[config.mk]
export PLATFORM = sky130hd
export DESIGN_NAME = arp_request_parser
export DESIGN_NICKNAME = d
export VERILOG_FILES = /design/src/rtl/arp_request_parser.sv
export SDC_FILE = /design/constraint.sdc
export NUM_CORES = 1
export LEC_CHECK = 0
export CAP_MARGIN = 40
export CORE_AREA = 8 8 145 147
export CTS_CLUSTER_DIAMETER = 100
export DETAILED_ROUTE_END_ITERATION = 10
export DIE_AREA = 0 0 153 155
export GPL_TIMING_DRIVEN = 0
export PLACE_DENSITY_LB_ADDON = 0.12
export SLEW_MARGIN = 25
export SYNTH_ARGS = -nofsm -noshare
export SYNTH_HDL_FRONTEND = slang
export SYNTH_SLANG_ARGS = --single-unit
[constraint.sdc]
create_clock -name clock -period 21.4 [get_ports clock]
set_input_delay 6.42 -clock clock [delete_from_list [all_inputs] [get_ports clock]]
set_output_delay 6.42 -clock clock [all_outputs]
set_load 0.005 [all_outputs]
[src/rtl/arp_request_parser.sv]
// arp_request_parser: MII receive-side parser that detects ARP requests for BOARD_IP and checks the FCS.
// Ports:
//    clock, reset        : single clock, asynchronous active-high reset
//    BOARD_MAC, BOARD_IP : own addresses (quasi-static)
//    rx_dv, rxd          : MII receive data valid and nibble (low nibble of each byte first)
//    PC_MAC, PC_IP       : sender addresses of the last accepted request
//    req_valid           : one-cycle pulse per accepted ARP request
//    crc_err             : one-cycle pulse per full-length frame with a bad FCS
//    busy                : high whenever the parser is not in IDLE
module arp_request_parser #(
   parameter int MAX_FRAME = 1518
) (
   input  logic        clock,
   input  logic        reset,
   input  logic [47:0] BOARD_MAC,
   input  logic [31:0] BOARD_IP,
   input  logic        rx_dv,
   input  logic [3:0]  rxd,
   output logic [47:0] PC_MAC,
   output logic [31:0] PC_IP,
   output logic        req_valid,
   output logic        crc_err,
   output logic        busy
);
   typedef enum logic [2:0] {WAIT_GAP, IDLE, PREAMBLE, DATA, DROP} state_t;

   localparam logic [10:0] LIMIT   = 11'(MAX_FRAME + 1);
   localparam logic [31:0] RESIDUE = 32'hDEBB20E3;

   state_t      state_q;
   logic [10:0] cnt_q;
   logic        odd_q;
   logic [3:0]  lo_q;
   logic [31:0] crc_q;
   logic        match_q, bc_q, me_q;
   logic [47:0] cand_mac_q;
   logic [31:0] cand_ip_q;

   logic [7:0]  byte_d, exp_d, own_d;
   logic        chk_d, full_d;
   logic [10:0] cnt_d;
   logic [31:0] crc_d;

   function automatic logic [31:0] crc_byte(input logic [31:0] c, input logic [7:0] b);
      logic [31:0] r;
      r = c;
      for (int i = 0; i < 8; i++)
         r = (r >> 1) ^ ((r[0] ^ b[i]) ? 32'hEDB88320 : 32'h0);
      return r;
   endfunction

   assign byte_d = {rxd, lo_q};
   assign cnt_d  = cnt_q + 11'd1;
   assign crc_d  = crc_byte(crc_q, byte_d);
   assign full_d = cnt_q >= 11'd64 && !odd_q;
   assign busy   = state_q != IDLE;

   // Fixed-value header fields and the target protocol address
   always_comb begin
      chk_d = 1'b1;
      case (cnt_q)
         11'd12:  exp_d = 8'h08;
         11'd13:  exp_d = 8'h06;
         11'd14:  exp_d = 8'h00;
         11'd15:  exp_d = 8'h01;
         11'd16:  exp_d = 8'h08;
         11'd17:  exp_d = 8'h00;
         11'd18:  exp_d = 8'h06;
         11'd19:  exp_d = 8'h04;
         11'd20:  exp_d = 8'h00;
         11'd21:  exp_d = 8'h01;
         11'd38:  exp_d = BOARD_IP[31:24];
         11'd39:  exp_d = BOARD_IP[23:16];
         11'd40:  exp_d = BOARD_IP[15:8];
         11'd41:  exp_d = BOARD_IP[7:0];
         default: begin
            exp_d = 8'h00;
            chk_d = 1'b0;
         end
      endcase
   end

   always_comb begin
      case (cnt_q[2:0])
         3'd0:    own_d = BOARD_MAC[47:40];
         3'd1:    own_d = BOARD_MAC[39:32];
         3'd2:    own_d = BOARD_MAC[31:24];
         3'd3:    own_d = BOARD_MAC[23:16];
         3'd4:    own_d = BOARD_MAC[15:8];
         default: own_d = BOARD_MAC[7:0];
      endcase
   end

   always_ff @(posedge clock or posedge reset) begin
      if (reset) begin
         state_q    <= WAIT_GAP;
         cnt_q      <= '0;
         odd_q      <= 1'b0;
         lo_q       <= '0;
         crc_q      <= '1;
         match_q    <= 1'b0;
         bc_q       <= 1'b0;
         me_q       <= 1'b0;
         cand_mac_q <= '0;
         cand_ip_q  <= '0;
         PC_MAC     <= '0;
         PC_IP      <= '0;
         req_valid  <= 1'b0;
         crc_err    <= 1'b0;
      end else begin
         req_valid <= 1'b0;
         crc_err   <= 1'b0;
         case (state_q)
            WAIT_GAP: if (!rx_dv) state_q <= IDLE;
            IDLE:     if (rx_dv) state_q <= (rxd == 4'h5) ? PREAMBLE : DROP;
            PREAMBLE: begin
               if (!rx_dv) state_q <= IDLE;
               else if (rxd == 4'hD) begin
                  state_q <= DATA;
                  cnt_q   <= '0;
                  odd_q   <= 1'b0;
                  crc_q   <= '1;
                  match_q <= 1'b1;
                  bc_q    <= 1'b1;
                  me_q    <= 1'b1;
               end else if (rxd != 4'h5) state_q <= DROP;
            end
            DATA: begin
               if (!rx_dv) begin
                  state_q <= IDLE;
                  // Destination must be broadcast or our own MAC
                  if (full_d && crc_q == RESIDUE && match_q && (bc_q || me_q)) begin
                     PC_MAC    <= cand_mac_q;
                     PC_IP     <= cand_ip_q;
                     req_valid <= 1'b1;
                  end
                  crc_err <= full_d && crc_q != RESIDUE;
               end else if (!odd_q) begin
                  lo_q  <= rxd;
                  odd_q <= 1'b1;
               end else begin
                  odd_q <= 1'b0;
                  cnt_q <= cnt_d;
                  crc_q <= crc_d;
                  if (cnt_q < 11'd6) begin
                     bc_q <= bc_q && byte_d == 8'hFF;
                     me_q <= me_q && byte_d == own_d;
                  end
                  if (chk_d && byte_d != exp_d) match_q <= 1'b0;
                  if (cnt_q >= 11'd22 && cnt_q <= 11'd27) cand_mac_q <= {cand_mac_q[39:0], byte_d};
                  if (cnt_q >= 11'd28 && cnt_q <= 11'd31) cand_ip_q <= {cand_ip_q[23:0], byte_d};
                  if (cnt_d == LIMIT) state_q <= DROP;
               end
            end
            DROP:    if (!rx_dv) state_q <= IDLE;
            default: state_q <= WAIT_GAP;
         endcase
      end
   end
endmodule

After elaboration in Yosys (flattened, before gate mapping)

Index checks and enable logic that the tools add are counted.

Register bits after elaboration: 216
Output and inout port bits: 83

Add/subtract/negate cells: 1
Magnitude comparators: 6
Eq/ne operators: 43
Mux-type cells: 55
Bitwise operators: 18
Reduce and logical (&&, ||, !) cells: 29

Operator list:

| operator                | count |
|---|---|
| $mux W32                | 12 |
| $xor A31 B32 Y32        | 8 |
| $eq A11 B5 Y1 const B   | 6 |
| $pmux W32 S2            | 1 |
| $pmux W8 S8             | 1 |
| $eq A11 B4 Y1 const B   | 4 |
| $eq A11 B6 Y1 const B   | 4 |
| $mux W11                | 4 |
| $pmux W8 S5             | 1 |
| $eq A32 B32 Y1 const B  | 1 |
| $ne A32 B32 Y1 const B  | 1 |
| $mux W3                 | 9 |
| $ge A11 B5 Y1 const B   | 2 |
| $le A11 B5 Y1 const B   | 2 |
| $pmux W11 S2            | 1 |
| $mux W1                 | 21 |
| $ne A2 B2 Y1 const B    | 8 |
| $reduce_or A14 Y1       | 1 |
| $eq A3 B2 Y1 const B    | 4 |
| $pmux W3 S4             | 1 |
| $reduce_and A4 Y1       | 3 |
| $reduce_and A6 Y1       | 2 |
| $add A11 B1 Y11 const B | 1 |
| $eq A11 B11 Y1 const B  | 1 |
| 24 further kinds        | 53 |

Longest topological paths before layout

Gate-level depths: netlist (run 1).

Depth in word-level cells: 27
Gate-level depth with buffers: 12

Worst setup path after synthesis (run 1)

No wires, ideal clock.

Kind: input-to-reg
From: input port rx_dv
To: register PC_IP[10]
Setup time: 0.125 ns
Arrival: 7.934 ns
Required time: 21.275 ns
Path slack: 13.340 ns
Stages on the path: 5
Buffers on the path: 2
Cell sequence: or4_1 or3_1 buf_6 buf_12 mux2_4

Longest elaborated chain between the ends: 2

Ends and longest elaborated chain:

| what                               | line | RTL |
|---|---|---|
| from (decl)                        | 17   | `input logic rx_dv,` |
| $not A1 Y1 (no source line)        | --   |  |
| $reduce_and A3 Y1 (no source line) | --   |  |
| to (signal assigned)               | 134  | `PC_IP <= cand_ip_q;` |
| to (decl)                          | 20   | `output logic [31:0] PC_IP,` |

No other way between the ends.
A chain may end at the register's enable or synchronous reset.

Final worst setup path (run 1)

From: input port rxd[3]
To: register crc_q[0]

Longest elaborated chain between the ends: 3

Ends and longest elaborated chain:

| what                               | line | RTL |
|---|---|---|
| from (decl)                        | 18   | `input logic [3:0] rxd,` |
| $eq A4 B4 Y1                       | 118  | `else if (rxd == 4'hD) begin` |
| $ne A2 B2 Y1 (no source line)      | --   |  |
| $reduce_and A5 Y1 (no source line) | --   |  |
| to (signal assigned)               | 144  | `crc_q <= crc_d;` |
| to (decl)                          | 34   | `logic [31:0] crc_q;` |

No other way between the ends.

==> results.txt, run 1 <==
The flow ran to the end, and the final reports show no timing, DRC or antenna violations. The count of buffers inserted at the top-level ports is roughly 170. The buffer count from post-CTS setup fixing is 0.

The highest ir drop seen on vdd came out at roughly 130 uV. STA classifies the critical path startpoint as an input pin. The period utilization is around 42%. Clock skew on the completed layout was measured at around 8 ps. The total count of max-transition violations in the final report came out at 0. The footprint of the flip-flops and latches came out at between 5000 and 6000 um2. The combined area of the multi-input logic cells is between 4000 and 5000 um2.

The final setup violation count is 0. The total routing resource utilization after global routing is a little under a quarter. The endpoint kind of the worst setup timing path is a register. The horizontal die dimension is between 150 and 200 um. The async set or reset register ratio after synthesis came out at 100.0%. The number of search-and-repair iterations in the first detailed-routing pass is 5.

The region available for standard cell placement spans 18950 um2. The data arrival at the endpoint of the critical path came out at ~9400 ps. The largest net degree at the start of global routing is 95. The actual transition at the worst max-transition pin is around 820 ps. The final critical-path required period is 9015 ps. The wire length on met3 came out at 1505 um.

The category of the critical setup timing path is input pin to register. The number of top-level design ports is between 150 and 200. The met1 layer wirelength in the final routing is ~12000 um. In this run, synthesis inferred 0 flip-flops with an integrated enable. The area growth from synthesis to layout came out at 26.07%. The vias after detailed routing is 7699. The number of global-route vias before repair came out at about 8000.

In this run the remaining antenna-violating nets after routing total 0. CTS built an H-tree with a depth of 1. In the synthesized netlist the dominant register cell turns out to be sky130_fd_sc_hd__dfrtp_1.

The count of clock tree sinks is about 220. The sum of internal, switching and leakage power is 1674 uW. The net count of the finished layout came out at 1162. The average footprint of a synthesized cell came out at 12.19 um2.

Once layout is complete, the utilization of the core stands at between 70% and 80%. The row count is a little over 50. The largest fanout of any net on the critical path is 10.

The average routed wire per standard cell is approximately 21 um. Clock latency on the worst-skew pair, taken at its later pin, is approximately 500 ps. The first-pass GRT wire length is 45280 um. The count of endpoints failing hold in the final timing report came out at 0. The warning count from the yosys run came out at 0. The standby leakage power is 0.006114 uW.

The post-synthesis net count is between 900 and 1000. The number of antenna violations at the first check in global routing is 0. The number of standard cells in the layout, taps in and fillers out is approximately 1300. The number of standard cells after synthesis is ~870. Synthesis instantiated 65 different standard cells from the library. TritonCTS created 23 clock buffers.

The number of buffers on the longest clock path is 3. The synthesized cell area came out at ~11000 um2. The register area share after synthesis is 51.11%. The ratio of cells with drive above 1 in the final layout is 22.81%.

The number of storage elements in the synthesis netlist is 216. The starting density of the core came out at a little under three fifths. Counting tap cells, the placed design contains a total of between 1000 and 1500 instances.

After detailed routing, the met2 layer carries roughly 14000 um of wire. In the routed design, unresolved DRC markers number 0. The antenna diode count came out at 0. Setup repair after global routing left no endpoint under its margin. The number of cells upsized or downsized after cts came out at 0. The number of maximum-capacitance constraint violations came out at 0. The TritonCTS clock tree is built. Counting the fill cells in the layout gives 1394. The last weighted congestion value of the routability-driven placer came out at 0.9105. The root buffer cell chosen for the clock tree is sky130_fd_sc_hd__clkbuf_16. For this block, the routed nets add up to about 28000 um of wire. The half-perimeter wire length of the detailed placement result came out at between 20000 and 25000 um. The post-detailed-route via-to-cell ratio is between 5 and 6.

After clock tree synthesis, the clock-pin slew on the worst setup and hold paths is approximately 60 ps. The aggregate global routing overflow came out at 0. Static timing analysis puts the maximum clock frequency at roughly 110 MHz.

The power per cell area came out at roughly 120 nW/um2. Setup total negative slack on the finished layout was measured at 0 ps. From bottom edge to top edge, the die measures 155 um. The required time at the endpoint of the critical path is approximately 22000 ps. The worst max-slew margin expressed relative to the limit came out at between 40% and 50%.

In this run the top signal layer used is met4. The DRC marker count from the first detailed-route iteration is ~440. The class of the most critical hold timing path is register to register.

The die footprint is roughly 24000 um2. The hold buffer count at cts is 0.
==> critical path, cell delays in order <==
cell and delay [ps]:
sky130_fd_sc_hd__clkdlybuf4s50_1 520, sky130_fd_sc_hd__clkbuf_1 420, sky130_fd_sc_hd__nand4b_1 240, sky130_fd_sc_hd__o21ai_0 260
sky130_fd_sc_hd__nor2b_1 270, sky130_fd_sc_hd__clkbuf_1 460, sky130_fd_sc_hd__buf_1 570, sky130_fd_sc_hd__nor2_1 110
sky130_fd_sc_hd__a21oi_1 170
==> sequential cells by signal (all words and copies together), names as in the netlist <==
name,count
PC_IP,32
PC_MAC,48
bc_q,1
cand_ip_q,32
cand_mac_q,48
cnt_q,11
crc_err,1
crc_q,32
lo_q,4
match_q,1
me_q,1
odd_q,1
req_valid,1
state_q,3
==> cells in the mapped netlist (3+ instances only) <==
cell                         n  area [um2]
sky130_fd_sc_hd__inv_1      21       78.83
sky130_fd_sc_hd__dfrtp_1   184        4604
sky130_fd_sc_hd__mux2_2     65       732.0
sky130_fd_sc_hd__a22oi_1    25       187.7
sky130_fd_sc_hd__a22o_1      4       35.03
sky130_fd_sc_hd__a311oi_1    3       26.28
sky130_fd_sc_hd__nor2_1     54       202.7
sky130_fd_sc_hd__nor3b_1     3       22.52
sky130_fd_sc_hd__a21oi_1    35       175.2
sky130_fd_sc_hd__mux2i_1     3       30.03
sky130_fd_sc_hd__buf_12      8       160.2
sky130_fd_sc_hd__ha_1        6       75.07
sky130_fd_sc_hd__o21ai_0    44       220.2
sky130_fd_sc_hd__o22ai_1    18       112.6
sky130_fd_sc_hd__and4_1      4       35.03
sky130_fd_sc_hd__xnor2_2     3       48.80
sky130_fd_sc_hd__clkbuf_1   30       112.6
sky130_fd_sc_hd__a211oi_1    3       22.52
sky130_fd_sc_hd__nand3_1     8       40.04
sky130_fd_sc_hd__mux2_4     79        1186
sky130_fd_sc_hd__o21a_1      3       22.52
sky130_fd_sc_hd__a222oi_1    7       70.07
sky130_fd_sc_hd__o211ai_1    3       22.52
sky130_fd_sc_hd__nand4b_1    6       52.55
sky130_fd_sc_hd__dfstp_2    32       840.8
sky130_fd_sc_hd__xnor2_1    54       473.0
sky130_fd_sc_hd__o31ai_1     6       45.04
sky130_fd_sc_hd__a31oi_1     9       56.30
sky130_fd_sc_hd__nand2b_1    4       25.02
sky130_fd_sc_hd__a32oi_1     3       26.28
sky130_fd_sc_hd__xor2_1     20       175.2
sky130_fd_sc_hd__nand2_1    44       165.2
sky130_fd_sc_hd__nand4_1    12       75.07
sky130_fd_sc_hd__buf_2      10       50.05
sky130_fd_sc_hd__nor4_1      7       43.79
sky130_fd_sc_hd__nor3_1     11       55.05
sky130_fd_sc_hd__nor2b_1     4       25.02
==> per-stage QoR <==
stage	hold slack [ps]	instance area (um2)	setup slack [ps]
CTS	495.8	13430	12450
global route	517.4	13430	12170
floorplan	457.1	10650	9125
detailed placement	481.2	12690	11960
global placement	472.5	12620	6351
finish	498.2	13430	12390
==> worst paths after layout <==
path                       cells after the start  slack (ps)      from    endpoint
max                                            9       12390    rxd[3]    crc_q[0]
min                                            2         500      bc_q        bc_q
max reg2reg                                   11       18230  cnt_q[1]        me_q
min reg2reg                                    2         500      bc_q        bc_q
max in group asynchronous                      3       14200     reset  PC_MAC[20]
min in group asynchronous                      2        6380     reset   PC_IP[24]
==> area by class of cell <==
| cell class | count | share of cell area [%] |
|---|---|---|
| sequential | 216 | 40.54 |
| multi-input combinational | 586 | 35.65 |
| timing repair buffer | 170 | 12.88 |
| clock buffer | 30 | 4.779 |
| buffer | 51 | 2.543 |
| tap | 238 | 2.217 |
| clock inverter | 9 | 0.7452 |
| inverter | 21 | 0.6428 |
==> routing by layer <==
layer,up-vias,GRT usage (%)
li1,3555,-
met1,3834,31.18
met2,256,40.04
met3,54,3.717
met4,0,6.833
met5,-,0
==> cell families after synthesis <==
| family | Yosys count | share of synthesized area (%) |
|---|---|---|
| buffers and inverters | 72 | 3.946 |
| DFF | 216 | 51.11 |
| xor gates and xnor gates | 78 | 6.694 |
| muxes | 147 | 18.29 |
| and+or+nand+nor | 176 | 8.338 |
| AOI/OAI and AO/OA | 179 | 10.92 |
| adders and majority gates | 6 | 0.7046 |
==> where the power goes <==
group | internal, uW | switching, uW
logic | 320 | 410
clock network | 234 | 159
registers | 487 | 63.9
total | 1040 | 633
==> cell usage in the layout (no fill, tap or decap), types with 8 or more instances in the layout <==
cell type                         instances
sky130_fd_sc_hd__dfrtp_1                184
sky130_fd_sc_hd__clkdlybuf4s50_1        167
sky130_fd_sc_hd__mux2_4                  79
sky130_fd_sc_hd__mux2_2                  65
sky130_fd_sc_hd__nor2_1                  54
sky130_fd_sc_hd__xnor2_1                 54
sky130_fd_sc_hd__nand2_1                 44
sky130_fd_sc_hd__o21ai_0                 44
sky130_fd_sc_hd__a21oi_1                 35
sky130_fd_sc_hd__clkbuf_1                34
sky130_fd_sc_hd__dfstp_2                 32
sky130_fd_sc_hd__a22oi_1                 25
sky130_fd_sc_hd__clkbuf_16               23
sky130_fd_sc_hd__inv_1                   20
sky130_fd_sc_hd__xor2_1                  20
sky130_fd_sc_hd__o22ai_1                 18
sky130_fd_sc_hd__nand4_1                 12
sky130_fd_sc_hd__nor3_1                  11
sky130_fd_sc_hd__buf_2                   10
sky130_fd_sc_hd__a31oi_1                  9
sky130_fd_sc_hd__nand3_1                  8
sky130_fd_sc_hd__buf_12                   8
(Power assumes the default switching activity.)
==> run 2, diff against run 1 <==
CORE_AREA = 8 8 157 159   (was 8 8 145 147)
DIE_AREA = 0 0 165 167   (was 0 0 153 155)
clock period = 8.1 ns   (was 21.4 ns; I/O delays follow)
==> run 2 against run 1 <==
  * Die area grew 16%
  * Total power grew to 2.7 times the previous value
  * Register-to-register slack got worse by 13000 ps
  * Count of clock-buffer cells in the layout is 3 higher
  * Clock skew is 4.6 ps higher
  * Sequential cell count did not move
  * Combinational power rose to 2.6 times the previous value
  * Sequential share of layout area is 0.68 points lower
  * Routed wire length is essentially flat
  * Critical path depth is the same
  * Highest routed layer unchanged
  * Critical path type unchanged
  * Via count shrank 0.94%
==> results.txt, run 2 (synthesized netlist as in run 1, its figures left out) <==
The run finished with clean final reports. After clock tree synthesis, the clock-pin slew on the worst setup and hold paths is roughly 60 ps. Setup repair after global routing left no endpoint under its margin. The count of clock tree sinks came out at between 200 and 250. The share of the core filled with cells came out at between 60% and 70%. At the pin with the least slew margin, the transition time is slightly above 800 ps. The final setup violation count came out at 0.

Along the worst hold path, the cell count comes to 1. The tool flagged a number of max-cap violations equal to 0. The die is 165 um wide. The path depth of the worst reg2reg path came out at 12. The peak clock frequency supported by timing came out at slightly above 200 MHz. The highest ir drop seen on vdd is 215.5 uV. The area growth from synthesis to layout is 28.23%. The startpoint identified for the worst hold timing path is cand_ip_q[25]. In this run the power density over the cells is 329.3 nW/um2. STA classifies the critical path startpoint as an input pin.

The ratio of cells with drive above 1 in the final layout came out at about a quarter. The required time at the endpoint of the critical path came out at about 8500 ps. The cell sitting at the root of the clock tree is a sky130_fd_sc_hd__clkbuf_16.

The last weighted congestion value of the routability-driven placer came out at slightly below 1. After detailed routing, the number of vias per cell comes to 5.531. For the final routed database, the setup TNS stands at 0 ps. Leaving out fill and tap cells, the most frequent cell in the layout is sky130_fd_sc_hd__dfrtp_1.

The average routed wire per standard cell came out at roughly 20 um. The post-detailed-routing wire length is around 28000 um. The category of the critical setup timing path is input pin to register.

The path with the worst hold slack has its endpoint at PC_IP[25]. The core region is 22230 um2. For this block, the initial DRC count from the detailed router was 625. The net count of the finished layout is ~1200. The sum of internal, switching and leakage power came out at between 4000 and 5000 uW.

Buffers added to address setup during post-CTS repair amount to 0. Headroom to the max-slew limit came out at 45.46%. The total count of max-transition violations in the final report is 0. The worst register-to-register path ends at me_q. The largest registers in the layout are PC_MAC: 48 flops, cand_mac_q: 48 flops. The clock arrives with about 13 ps of skew. In the routed design, unresolved DRC markers number 0.

The first detailed-routing pass ran for 6 iterations. STA classifies the critical path endpoint as a register. The total clock buffers created by CTS is 24.

The later-pin clock latency in the skew report came out at ~500 ps. The longest clock path from root to sink contains 3 buffers. The vias after detailed routing came out at 7627. The floorplan step defined a die boundary enclosing between 20000 and 30000 um2. Hold repair after CTS inserted 0 buffers.

The first global-routing pass estimated ~45000 um of wire. The number of antenna violations at the first check in global routing is 1. The largest net degree at the start of global routing came out at 34. The path class of the tightest hold or removal check is register to register.

The count of buffers inserted at the top-level ports came out at roughly 170. In this run the critical register-to-register path is launched from cnt_q[2]. Summed over all layers, the global routing overflow is 0. The total routing resource utilization after global routing came out at approximately a fifth. The number of top-level design ports is 170. Once detailed placement completed, the half-perimeter wirelength came to about 21000 um. The routed design could run at a clock period as short as slightly below 5000 ps. The die span in y is around 170 um. The number of global-route vias before repair is between 7000 and 8000. The count of endpoints failing hold in the final timing report is 0. The largest fanout of any net on the critical path is 10. In this run, post-CTS repair resized a total of 0 instances. The H-tree depth reported by CTS came out at 1.

The antenna violation net count after detailed routing came out at 0. At the worst endpoint, the arrival time is about 5300 ps. The TritonCTS clock tree is built. In the finished design, the share of the clock period the worst path needs comes to between 60% and 70%. Once the floorplan was initialized, standard cells occupied 47.93% of the core. The row count came out at 55. The standby leakage power came out at around 0.0062 uW. For flop-to-flop paths, the worst setup slack is slightly below 5000 ps.

The library cells used most frequently in the layout, excluding fill and tap cells, are sky130_fd_sc_hd__dfrtp_1 (184), sky130_fd_sc_hd__clkdlybuf4s50_1 (167), sky130_fd_sc_hd__mux2_4 (79).
==> run 2: worst max path at each step <==
stage / from / to / slack, ps / cells after the start
after floorplan: reset / PC_IP[0] / 2880 / 1
after global placement: reset / PC_IP[26] / 1160 / 2
after detailed placement: rxd[3] / crc_q[0] / 2700 / 9
after CTS: rxd[3] / crc_q[2] / 3240 / 9
after global routing: rxd[3] / cnt_q[1] / 3010 / 8
final: rxd[3] / crc_q[3] / 3200 / 9
==> run 2: cell type report <==
class / instances / area, um2
fill: 1782 / 8566
sequential: 216 / 5445
multi-input combinational: 586 / 4788
timing repair buffer: 175 / 1823
clock buffer: 33 / 705.7
tap: 285 / 356.6
buffer: 51 / 341.6
clock inverter: 11 / 116.4
inverter: 21 / 82.58
antenna: 1 / 2.502
==> run 2: report_power, final <==
group	switching (uW)	internal, uW	total (uW)
logic	1080	849	1930
registers	170	1290	1460
clock network	440	674	1110
==> run 2: per-stage QoR <==
stage	area (um2)	hold WS (ps)	cells	setup slack, ps
6_report	13660	501.1	1379	3201
5_1_grt	13660	511.7	1379	3008
4_1_cts	13660	501.9	1377	3238
3_5_place_dp	12830	487.9	1333	2704
3_3_place_gp	12690	474.9	1326	1157
2_1_floorplan	10660	457.1	874	2884
==> run 2: routing by layer <==
layer / vias to the layer above / part of all wire [%] / GRT usage, %
li1: 3558 / - / -
met1: 3757 / 44 / 28.15
met2: 269 / 47 / 32.49
met3: 43 / 6.7 / 3.723
met4: 0 / 2.4 / 5.643
met5: - / 0 / 0
==> run 2: critical path, stage by stage <==
cell and delay, ps:
sky130_fd_sc_hd__clkdlybuf4s50_1 520, sky130_fd_sc_hd__clkbuf_1 390, sky130_fd_sc_hd__nand4b_1 240, sky130_fd_sc_hd__o21ai_0 250
sky130_fd_sc_hd__nor2b_1 280, sky130_fd_sc_hd__clkbuf_1 450, sky130_fd_sc_hd__buf_1 540, sky130_fd_sc_hd__nor2_1 80
sky130_fd_sc_hd__a21oi_1 150
==> run 3, diff against run 2 <==
clock period = 4.4 ns   (was 8.1 ns; I/O delays follow)
==> results of run 3 <==
Same layout as run 2 (identical final DEF). Status: finished clean.
Main changes from that run: setup slack after placement 2704 ps -> 113.6 ps; setup slack after layout 3201 ps -> 611.1 ps; register-to-register setup slack 4890 ps -> 1190 ps; total power 4499 uW -> 8282 uW; worst IR drop on VDD 215.5 uV -> 396.7 uV
